`config.mk`:
```
export PLATFORM = sky130hd
export DESIGN_NAME = mux_select_arbiter
export DESIGN_NICKNAME = d
export VERILOG_FILES = /design/src/rtl/mux_ctrl_pkg.sv /design/src/rtl/hold_counter.sv /design/src/rtl/mux_select_arbiter.sv
export SDC_FILE = /design/constraint.sdc
export NUM_CORES = 1
export LEC_CHECK = 0
export ABC_CLOCK_PERIOD_IN_PS = 3800
export CAP_MARGIN = 20
export CORE_AREA = 10 10 48 50
export CTS_BUF_LIST = sky130_fd_sc_hd__clkbuf_2
export DETAILED_ROUTE_END_ITERATION = 10
export DIE_AREA = 0 0 58 60
export PLACE_DENSITY = 0.82
export SYNTH_ARGS = -nofsm -noshare
export SYNTH_HDL_FRONTEND = slang
export SYNTH_SLANG_ARGS = --single-unit
export TNS_END_PERCENT = 5
```
`constraint.sdc`:
```
create_clock -name clk -period 3.8 [get_ports clk]
set_input_delay 0.57 -clock clk [delete_from_list [all_inputs] [get_ports clk]]
set_output_delay 0.57 -clock clk [all_outputs]
set_load 0.02 [all_outputs]
```
`src/rtl/mux_ctrl_pkg.sv`:
```
// Shared types and constants for the 2:1 mux select arbiter.
// Select encoding and arbiter state live here.
package mux_ctrl_pkg;

    typedef enum logic [1:0] {
        IDLE    = 2'd0,
        GRANT_A = 2'd1,
        GRANT_B = 2'd2
    } state_t;

    localparam logic SEL_A = 1'b1;
    localparam logic SEL_B = 1'b0;

endpackage

```
`src/rtl/hold_counter.sv`:
```
// Grant hold-time counter: clear loads 1 on grant entry,
// enable counts each further cycle, at_max flags HOLD_MAX.
module hold_counter #(
    parameter int HOLD_MAX = 8,
    parameter int CNT_W    = 8
) (
    input  logic             clk,
    input  logic             rst,
    input  logic             clear,
    input  logic             enable,
    output logic [CNT_W-1:0] count,
    output logic             at_max
);

    always_ff @(posedge clk) begin
        if (rst)
            count <= '0;
        else if (clear)
            count <= CNT_W'(1);
        else if (enable)
            count <= count + CNT_W'(1);
    end

    assign at_max = (count == CNT_W'(HOLD_MAX));

endmodule

```
`src/rtl/mux_select_arbiter.sv`:
```
// Round-robin arbiter driving the 2:1 mux select line,
// with request/grant/done handshake and bounded hold time.
module mux_select_arbiter
    import mux_ctrl_pkg::*;
#(
    parameter int HOLD_MAX = 8,
    parameter int CNT_W    = 8
) (
    input  logic clk,
    input  logic rst,
    input  logic req_a,
    input  logic req_b,
    input  logic done,
    output logic select,
    output logic gnt_a,
    output logic gnt_b,
    output logic busy,
    output logic timeout
);

    state_t state;
    state_t state_n;
    logic last_a;
    logic last_a_n;
    logic sel_n;
    logic to_n;
    logic clear;
    logic enable;
    logic req_x;
    logic at_max;
    logic [CNT_W-1:0] count;

    hold_counter #(
        .HOLD_MAX(HOLD_MAX),
        .CNT_W   (CNT_W)
    ) u_cnt (
        .clk   (clk),
        .rst   (rst),
        .clear (clear),
        .enable(enable),
        .count (count),
        .at_max(at_max)
    );

    always_comb begin
        state_n  = state;
        last_a_n = last_a;
        sel_n    = select;
        to_n     = 1'b0;
        clear    = 1'b0;
        enable   = 1'b0;
        req_x    = 1'b0;
        unique case (state)
            IDLE: begin
                // On contention the requester not served last wins
                if (req_a && (!req_b || !last_a)) begin
                    state_n  = GRANT_A;
                    last_a_n = 1'b1;
                    sel_n    = SEL_A;
                    clear    = 1'b1;
                end else if (req_b) begin
                    state_n  = GRANT_B;
                    last_a_n = 1'b0;
                    sel_n    = SEL_B;
                    clear    = 1'b1;
                end
            end
            GRANT_A, GRANT_B: begin
                req_x = (state == GRANT_A) ? req_a : req_b;
                if (done || !req_x) begin
                    state_n = IDLE;
                end else if (at_max) begin
                    state_n = IDLE;
                    to_n    = 1'b1;
                end else begin
                    enable = 1'b1;
                end
            end
            default: state_n = IDLE;
        endcase
    end

    always_ff @(posedge clk) begin
        if (rst) begin
            state   <= IDLE;
            last_a  <= 1'b0;
            select  <= SEL_B;
            gnt_a   <= 1'b0;
            gnt_b   <= 1'b0;
            busy    <= 1'b0;
            timeout <= 1'b0;
        end else begin
            state   <= state_n;
            last_a  <= last_a_n;
            select  <= sel_n;
            gnt_a   <= (state_n == GRANT_A);
            gnt_b   <= (state_n == GRANT_B);
            busy    <= (state_n != IDLE);
            timeout <= to_n;
        end
    end

endmodule

```
==> metrics.csv, run 1 <==
stage;metric;value;unit
sta;fmax;473;MHz
sta;maxSlewViolCount;0;
min_path;hold_start;u_cnt.count[7];
logic_synthesis;async_reset_ff_frac;0;
logic_synthesis;synth_top_family_by_area;simple AND/OR/NAND/NOR gates;
worst_setup_path;crit_start;req_a;
min_path;min_path_cells;2;
floorplanning;rows;14;
floorplanning;die_area;3480;um^2
sta;min_period;2120;ps
clocking;cts_max_level;1;
logic_synthesis;synth_enable_flop_cells;0;
logic_synthesis;synth-xor-area-share;0.0571;
clocking;hold_buffers;0;
placement;placed_cell_area;877;um^2
routing;drtIter0Drc;14;
grt;grt_max_degree;10;
logic_synthesis;yosys_warnings;0;
floorplanning;die_y;60;um
worst_setup_path;reg2reg_slack;1810;ps
clocking;post_cts_buffers;0;
logic_synthesis;seq_area_frac_synth;0.392;
logic_synthesis;synth_compound_area_frac;0.175;
power_and_ir_drop;irDropWorstVdd;238;uV
clocking;cts_buffers;3;
finish;n_fill_cell;133;
sta;rsz0062_at_grt;false;
sta;timing.slew.headroom;0.616;
job;maxCapViolations;0;
finish;syn_to_final_growth;17.0;%
worst_setup_path;worst-setup-path-type;input port to flip-flop;
sta;finalSetupViolCount;0;
logic_synthesis;yosys.area.top_type_share;0.392;
sta;finalHoldViolCount;0;
finish;layout-drive-gt1-share;0.104;
routing;num_vias;614;
clocking;clkTransAtPathRegs;160;ps
clocking;ctsResizeCount;0;
finish;nets;107;
routing;wl;1.48;mm
floorplanning;start_util;0.534;
min_path;holdPathEnd;u_cnt.count[7];
routing;dr.pass1.iters;5;
clocking;cts.sinks;15;
logic_synthesis;netlist-cell-type-count;32;
power_and_ir_drop;power.leakage;0.339;nW
grt;grt-ovfl-total;0;
logic_synthesis;syn-num-nets;93;
finish;fin_area;897;um^2
finish;fin_util;0.625;
clocking;insertion_delay;280;ps
worst_setup_path;required;4030;ps
clocking;clock_tree.root_cell;clkbuf_2;
grt;antenna_found_initial;0;
power_and_ir_drop;power.density;358;nW/um^2
status;status;finished clean;
logic_synthesis;syn_inst;83;
placement;gp_routability_congestion;0.836;
placement;dp.final_hpwl;1.15;mm
logic_synthesis;synth-simple-area-share;0.230;
sta;timing.final.crit_share;0.557;
logic_synthesis;yosysMostFrequentCell;dfxtp_1;
worst_setup_path;rr_worst_depth;6;
grt;grt_pass1_wl;2.35;mm
finish;insertedDiodeCount;0;
routing;detail-route-antenna-nets;0;
grt;grtUsageTotal;0.0846;
routing;wl_per_cell;13.2;um
worst_setup_path;r2r-start;state[1];
floorplanning;ioPinCount;10;
floorplanning;core;1440;um^2
logic_synthesis;synthTopCellsByCount;15 x dfxtp_1, 7 x inv_1, 6 x nor2_1, 6 x o21ai_0;
logic_synthesis;synthMuxAreaShare;0.0310;
worst_setup_path;endpoint_kind;flip-flop;
placement;port_buffers;9;
logic_synthesis;synth_area_leaders;dfxtp_1 39%, ha_1 8.2%, nor4b_1 4.6%;
clocking;cts_tree;yes;
sta;worst_pin_slew;575;ps
worst_setup_path;worst_setup_path_start_kind;input port;
logic_synthesis;synthAdderAreaFrac;0.0816;
power_and_ir_drop;p_total;0.321;mW
routing;drc;0;
sta;fin_skew;6.59;ps
logic_synthesis;synth-seq-cells;15;
grt;grt_pass1_vias;579;
logic_synthesis;ys.flop_type;dfxtp_1;
clocking;cts_buffer_depth;2;
logic_synthesis;synth_top_cell_by_area;dfxtp_1;
worst_setup_path;cp.arrival;2350;ps
floorplanning;die_w;58;um
worst_setup_path;path_max_fanout;6;
logic_synthesis;syn_area_per_cell;9.24;um^2
routing;avgViaCountPerCell;5.48;
worst_setup_path;r2r_end;u_cnt.count[7];
sta;setup_tns;0;ps
logic_synthesis;synth_area;767;um^2
min_path;hold_class;flip-flop to flip-flop;
-- placed cells by master (no fill, tap or decap), types with 2 or more instances in the layout --
master	instances
dfxtp_1	15
nand4_1	3
nor4b_1	4
nand2b_1	2
xnor2_1	4
inv_1	7
nand2_1	5
o21ai_0	6
nor2_1	6
ha_1	5
clkdlybuf4s50_1	9
a21oi_1	5
clkbuf_2	3
-- per-layer routing --
| layer | GRT usage | routed length [um] | up-vias |
|---|---|---|---|
| li1 | - | - | 320 |
| met2 | 0.153 | 754 | 7 |
| met5 | 0 | 0 | - |
| met3 | 0.0275 | 61 | 2 |
| met4 | 0.0403 | 14 | 0 |
| met1 | 0.0853 | 651 | 285 |
-- state kept, by name (all words and copies together), names as in the netlist --
name         cells
busy             1
timeout          1
state            2
last_a           1
gnt_b            1
gnt_a            1
u_cnt.count      8
-- critical path, cell delays in order --
cell and delay, ps:
clkdlybuf4s50_1 580, mux2i_2 160, or4b_4 570, or3_1 330
a21oi_1 140
-- final cells by class --
cell class              instances  area (um^2)  share of cell area
inverters                       7         26.3              0.0293
clock buffers                   3         15.0              0.0167
clock inverters                 1         5.00             0.00558
flip-flops and latches         15          300               0.335
repair buffers                  9         90.1               0.100
well taps                      16         20.0              0.0223
multi-input cells              61          440               0.491
-- metrics by stage --
step	hold WS [ps]	worst slack, ps	instances
after floorplan	458	1960	83
after global placement	476	1460	108
after detailed placement	494	1390	108
after CTS	515	1700	112
after global routing	547	1610	112
final	517	1680	112
-- kinds of logic after synthesis --
logic type	count (synthesis)
multiplexers	2
buffers and inverters	7
AO/OA/AOI/OAI	20
XOR/XNOR	5
adder cells (fa/ha/maj)	5
flip-flops	15
AND/OR/NAND/NOR	29
-- how the worst max path moves through the flow --
stage / depth (start not counted) / endpoint / slack (ps)
4_1_cts: 5 / u_cnt.count[7] / 1700
2_1_floorplan: 6 / u_cnt.count[7] / 1960
6_report: 5 / u_cnt.count[7] / 1680
3_3_place_gp: 5 / u_cnt.count[7] / 1460
5_1_grt: 5 / gnt_a / 1610
3_5_place_dp: 5 / u_cnt.count[7] / 1390
-- power by group --
| part | total, mW | switching, mW | internal [mW] |
|---|---|---|---|
| clock | 0.0774 | 0.0535 | 0.0239 |
| combinational | 0.0718 | 0.0386 | 0.0332 |
| sequential | 0.172 | 0.00579 | 0.166 |
No activity file was read; power rests on OpenSTA's default activity.
==> run 2: changes to the inputs <==
Settings changed: ABC_CLOCK_PERIOD_IN_PS 3800 to 1900, CORE_AREA 10 10 48 50 to 10 10 51 53, DIE_AREA 0 0 58 60 to 0 0 61 63, PLACE_DENSITY 0.82 to 0.75.
Clock period 3.8 ns to 1.9 ns, I/O delays scaled along.
==> run 2 against run 1 <==
  * Design area grew 7.8%
  * Non-clock buffer count increased by 8
  * First-iteration DRC count grew 7.1%
  * Setup slack got worse by 1600 ps
  * Sequential share of layout area shrank 2.2 points
  * Critical endpoint unchanged
  * Highest routed layer unchanged
==> metrics.csv, run 2 (synthesis gave the netlist of run 1 again) <==
stage;metric;value;unit;change
clocking;cts.sinks;15;;unchanged
placement;port_buffers;9;;unchanged
clocking;cts_buffer_depth;2;;unchanged
sta;timing.slew.headroom;0.743;;+0.127
grt;met3_usage;0.0528;;+0.0253
routing;avgViaCountPerCell;5.55;;+1.3%
clocking;cts_buffers;3;;unchanged
routing;wl;1.71;mm;+15%
finish;layout-drive-gt1-share;0.202;;+0.0978
routing;drc;0;;unchanged
grt;antenna_found_initial;0;;unchanged
job;maxCapViolations;0;;unchanged
floorplanning;start_util;0.464;;-0.0696
clocking;post_cts_buffers;0;;unchanged
routing;drtIter0Drc;15;;+1
finish;largest-register;u_cnt.count;;
clocking;cts_tree;yes;;
finish;layout_commonest_cell;dfxtp_1;;
power_and_ir_drop;p_total;0.671;mW;+110%
clocking;cts_max_level;1;;unchanged
power_and_ir_drop;power.density;694;nW/um^2;+94%
sta;timing.final.crit_share;0.951;;
worst_setup_path;cp.arrival;2040;ps;-310 ps
min_path;hold_class;flip-flop to flip-flop;;
clocking;clkTransAtPathRegs;150;ps;about the same
grt;use_met2;0.145;;-0.00797
worst_setup_path;worst-setup-path-type;flip-flop to flip-flop;;
power_and_ir_drop;irDropWorstVdd;423;uV;+78%
sta;fin_skew;4.79;ps;-1.80 ps
finish;insertedDiodeCount;0;;unchanged
clocking;hold_buffers;0;;unchanged
placement;gp_routability_congestion;0.856;;+2.4%
routing;num_vias;672;;+9.4%
floorplanning;rows;15;;+1
finish;nets;115;;+7.5%
routing;detail-route-antenna-nets;0;;unchanged
floorplanning;ioPinCount;10;;unchanged
placement;dp.final_hpwl;1.30;mm;+13%
clocking;clock_tree.root_cell;clkbuf_2;;
grt;gr-max-usage-layer;met2;;
sta;worst_pin_slew;380;ps;-194 ps
status;status;finished clean;;
sta;maxSlewViolCount;0;;unchanged
worst_setup_path;worst_setup_path_start_kind;flip-flop;;
finish;largest_register_ffs;8;;unchanged
worst_setup_path;required;2130;ps;-1900 ps
finish;syn_to_final_growth;26.1;%;
finish;reg.largest.list;u_cnt.count: 8 flops, state: 2 flops;;
floorplanning;core;1650;um^2;+15%
floorplanning;die_w;61;um;+5.2%
sta;finalHoldViolCount;0;;unchanged
sta;rsz0062_at_grt;false;;
grt;grt-ovfl-total;0;;unchanged
routing;dr.pass1.iters;4;;-1
finish;fin_area;967;um^2;+7.8%
worst_setup_path;path_max_fanout;3;;-3
sta;setup_tns;0;ps;unchanged
sta;finalSetupViolCount;0;;unchanged
finish;final_cell_mix;13 x dfxtp_1, 9 x clkdlybuf4s50_1, 8 x buf_4, 7 x inv_1;;
grt;grt_max_degree;9;;-1
clocking;insertion_delay;290;ps;about the same
worst_setup_path;endpoint_kind;flip-flop;;
grt;grtUsageMet1;0.104;;+0.0184
grt;grt_pass1_vias;690;;+19%
sta;fmax;554;MHz;
sta;min_period;1810;ps;
power_and_ir_drop;power.leakage;0.381;nW;+12%
grt;grt_pass1_wl;2.93;mm;+25%
placement;placed_cell_area;938;um^2;+7.0%
grt;grtUsageTotal;0.0957;;+0.0111
clocking;ctsResizeCount;0;;unchanged
floorplanning;die_area;3840;um^2;+10%
routing;wl_per_cell;14.1;um;+6.5%
floorplanning;die_y;63;um;+5.0%
==> run 2: where the power goes <==
part | switching [mW] | internal [mW] | leakage (nW)
Combinational | 0.0842 | 0.0805 | 0.241
Clock | 0.105 | 0.0558 | 0.0166
Sequential | 0.0121 | 0.333 | 0.123
Total | 0.201 | 0.469 | 0.381
==> run 2: metal layers <==
layer / wire, um / vias up
li1: - / 336
met1: 684 / 313
met2: 865 / 17
met3: 105 / 6
met4: 49 / 0
met5: 0 / -
==> run 2: path summary, 6_finish.rpt <==
kind,from,to,slack (ps),cells past startpoint
setup / recovery,state[1],u_cnt.count[7],90,6
hold / removal,u_cnt.count[7],u_cnt.count[7],520,2
setup reg to reg,state[1],u_cnt.count[7],90,6
hold reg to reg,u_cnt.count[7],u_cnt.count[7],520,2
==> run 2: per-stage QoR <==
stage          instances  hold WS (ps)   util  setup WS, ps
2_1_floorplan         83           354      -          60.4
3_3_place_gp         117           469  0.568          3.47
3_5_place_dp         117           485  0.568         -49.0
4_1_cts              121           506  0.580          50.8
5_1_grt              121           553  0.586          2.45
6_report             121           516  0.586          93.8
==> run 2: area by class of cell <==
cell class | instances | area (um^2)
Multi-Input combinational cell | 61 | 447
Fill cell | 146 | 684
Sequential cell | 15 | 303
Tap cell | 17 | 21.3
Clock buffer | 4 | 20.0
Inverter | 7 | 26.3
Timing Repair Buffer | 17 | 150
==> run 2: critical path: stages (launching register included) <==
cell	delay [ps]
dfxtp_2	350
inv_1	60
ha_1	200
mux2i_2	160
or4b_4	530
or3_1	320
a21oi_1	120
==> run 3: changes to the inputs <==
Settings changed: ABC_CLOCK_PERIOD_IN_PS 1900 to 2100, CORE_AREA 10 10 51 53 to 2 2 40 42, DIE_AREA 0 0 61 63 to 0 0 42 44, PLACE_DENSITY 0.75 to 0.82.
Clock period 1.9 ns to 2.1 ns, I/O delays scaled along.
==> run 3 against run 2 <==
  * Hold slack got worse by 11 ps
  * Maximum frequency decreased by 7.1%
  * Via count decreased by 4.3%
  * Sequential cell count unchanged
  * Final cell count decreased by 3.3%
  * Sequential share of layout area increased by 0.82 points
  * Power decreased by 12%
  * Sequential power decreased by 9.6%
==> metrics.csv, run 3 (synthesis gave the netlist of run 1 again) <==
stage;metric;value;unit;change
status;status;finished clean;;
floorplanning;die_y;44;um;-30%
routing;drtIter0Drc;11;;-4
finish;largest_register_ffs;8;;unchanged
grt;grt_pass1_vias;638;;-7.5%
routing;dr.pass1.iters;3;;-1
finish;largest-register;u_cnt.count;;
floorplanning;die_area;1850;um^2;-52%
finish;register_area;300;um^2;-0.83%
clocking;cts_buffer_depth;2;;unchanged
min_path;hold_class;flip-flop to flip-flop;;
clocking;ctsResizeCount;0;;unchanged
clocking;hold_buffers;0;;unchanged
sta;timing.slew.headroom;0.688;;-0.0549
sta;worst_pin_slew;461;ps;+81.2 ps
routing;drc;0;;unchanged
placement;gp_routability_congestion;0.793;;-7.4%
grt;antenna_found_initial;0;;unchanged
worst_setup_path;worst-setup-path-type;flip-flop to flip-flop;;
clocking;clkTransAtPathRegs;150;ps;about the same
floorplanning;ioPinCount;10;;unchanged
grt;grt_max_degree;10;;+1
job;maxCapViolations;0;;unchanged
sta;fin_skew;3.52;ps;-1.27 ps
sta;timing.final.crit_share;0.926;;-0.0251
worst_setup_path;worst_setup_path_start_kind;flip-flop;;
clocking;post_cts_buffers;0;;unchanged
sta;rsz0062_at_grt;false;;
power_and_ir_drop;power.density;635;nW/um^2;-8.5%
sta;min_period;1940;ps;+137 ps
worst_setup_path;required;2340;ps;+210 ps
floorplanning;rows;14;;-1
finish;layout_commonest_cell;dfxtp_1;;
sta;finalSetupViolCount;0;;unchanged
floorplanning;die_w;42;um;-31%
finish;reg.largest.list;u_cnt.count: 8 flops, state: 2 flops;;
sta;finalHoldViolCount;0;;unchanged
grt;grt_pass1_wl;2.66;mm;-9.2%
clocking;clock_tree.root_cell;clkbuf_2;;
sta;fmax;514;MHz;-7.1%
finish;final_cell_mix;15 x dfxtp_1, 9 x clkdlybuf4s50_1, 7 x inv_1, 6 x o21ai_0, 6 x nor2_1;;
finish;insertedDiodeCount;0;;unchanged
clocking;insertion_delay;290;ps;about the same
grt;grtUsageTotal;0.194;;+0.0985
sta;holdWs;505;ps;-10.8 ps
routing;wl;1.51;mm;-12%
worst_setup_path;path_max_fanout;4;;+1
finish;syn_to_final_growth;21.9;%;
finish;n_fill_cell;118;;-19%
placement;dp.final_hpwl;1.17;mm;-9.8%
clocking;cts.sinks;15;;unchanged
worst_setup_path;endpoint_kind;flip-flop;;
power_and_ir_drop;irDropWorstVdd;433;uV;+2.5%
grt;grt-ovfl-total;0;;unchanged
finish;multi_input_area;440;um^2;-1.4%
finish;nets;112;;-2.6%
placement;port_buffers;9;;unchanged
sta;setup_tns;0;ps;unchanged
power_and_ir_drop;power.leakage;0.363;nW;-4.6%
clocking;cts_max_level;1;;unchanged
worst_setup_path;cp.arrival;2180;ps;+140 ps
finish;layout-drive-gt1-share;0.149;;-0.0534
sta;maxSlewViolCount;0;;unchanged
routing;num_vias;643;;-4.3%
floorplanning;core;1420;um^2;-14%
clocking;cts_buffers;3;;unchanged
floorplanning;start_util;0.541;;+0.0762
routing;detail-route-antenna-nets;0;;unchanged
routing;avgViaCountPerCell;5.50;;-1.0%
clocking;cts_tree;yes;;
routing;wl_per_cell;12.9;um;-8.7%
-- run 3: cell count changes in the layout (fill, tap and decap cells not counted), sizes merged --
| cell | delta |
|---|---|
| clkinv | +1 |
| clkbuf | -1 |
| buf | -3 |
-- run 3: report_power, final --
| group | internal (mW) | switching [mW] | total [mW] |
|---|---|---|---|
| logic | 0.0686 | 0.0738 | 0.142 |
| clock network | 0.0431 | 0.0956 | 0.139 |
| registers | 0.301 | 0.0117 | 0.312 |
| total | 0.412 | 0.181 | 0.593 |
-- run 3: final cells by class --
type	instances	share of cell area
inverter	7	0.0281
timing repair buffer	14	0.137
clock inverter	1	0.00535
multi-input combinational	61	0.471
clock buffer	3	0.0161
sequential	15	0.321
tap	16	0.0214
-- run 3: path summary, 6_finish.rpt --
path              depth (start not counted)        endpoint  slack [ps]           start
setup / recovery                          6  u_cnt.count[7]         160        state[1]
hold / removal                            2  u_cnt.count[7]         500  u_cnt.count[7]
setup reg to reg                          6  u_cnt.count[7]         160        state[1]
hold reg to reg                           2  u_cnt.count[7]         500  u_cnt.count[7]
-- run 3: layer usage --
layer	track usage	wire length (um)	vias to the layer above
li1	-	-	332
met1	0.216	681	297
met2	0.344	755	9
met3	0.0375	34	5
met4	0.116	35	0
met5	0	0	-
-- run 3: critical path: stages, from the launching register on --
cell     delay (ps)
dfxtp_1         410
inv_1           100
ha_1            210
mux2i_2         160
or4b_4          550
or3_1           320
a21oi_1         140
-- run 3: metrics by stage --
step                 util  area (um^2)  power, mW  worst slack (ps)  instances
floorplan               -          767      0.401               260         83
global placement    0.645          915      0.456               161        113
detailed placement  0.645          915      0.460               109        113
CTS                 0.659          935      0.593               157        117
global route        0.659          935      0.618              67.6        117
finish              0.659          935      0.593               156        117
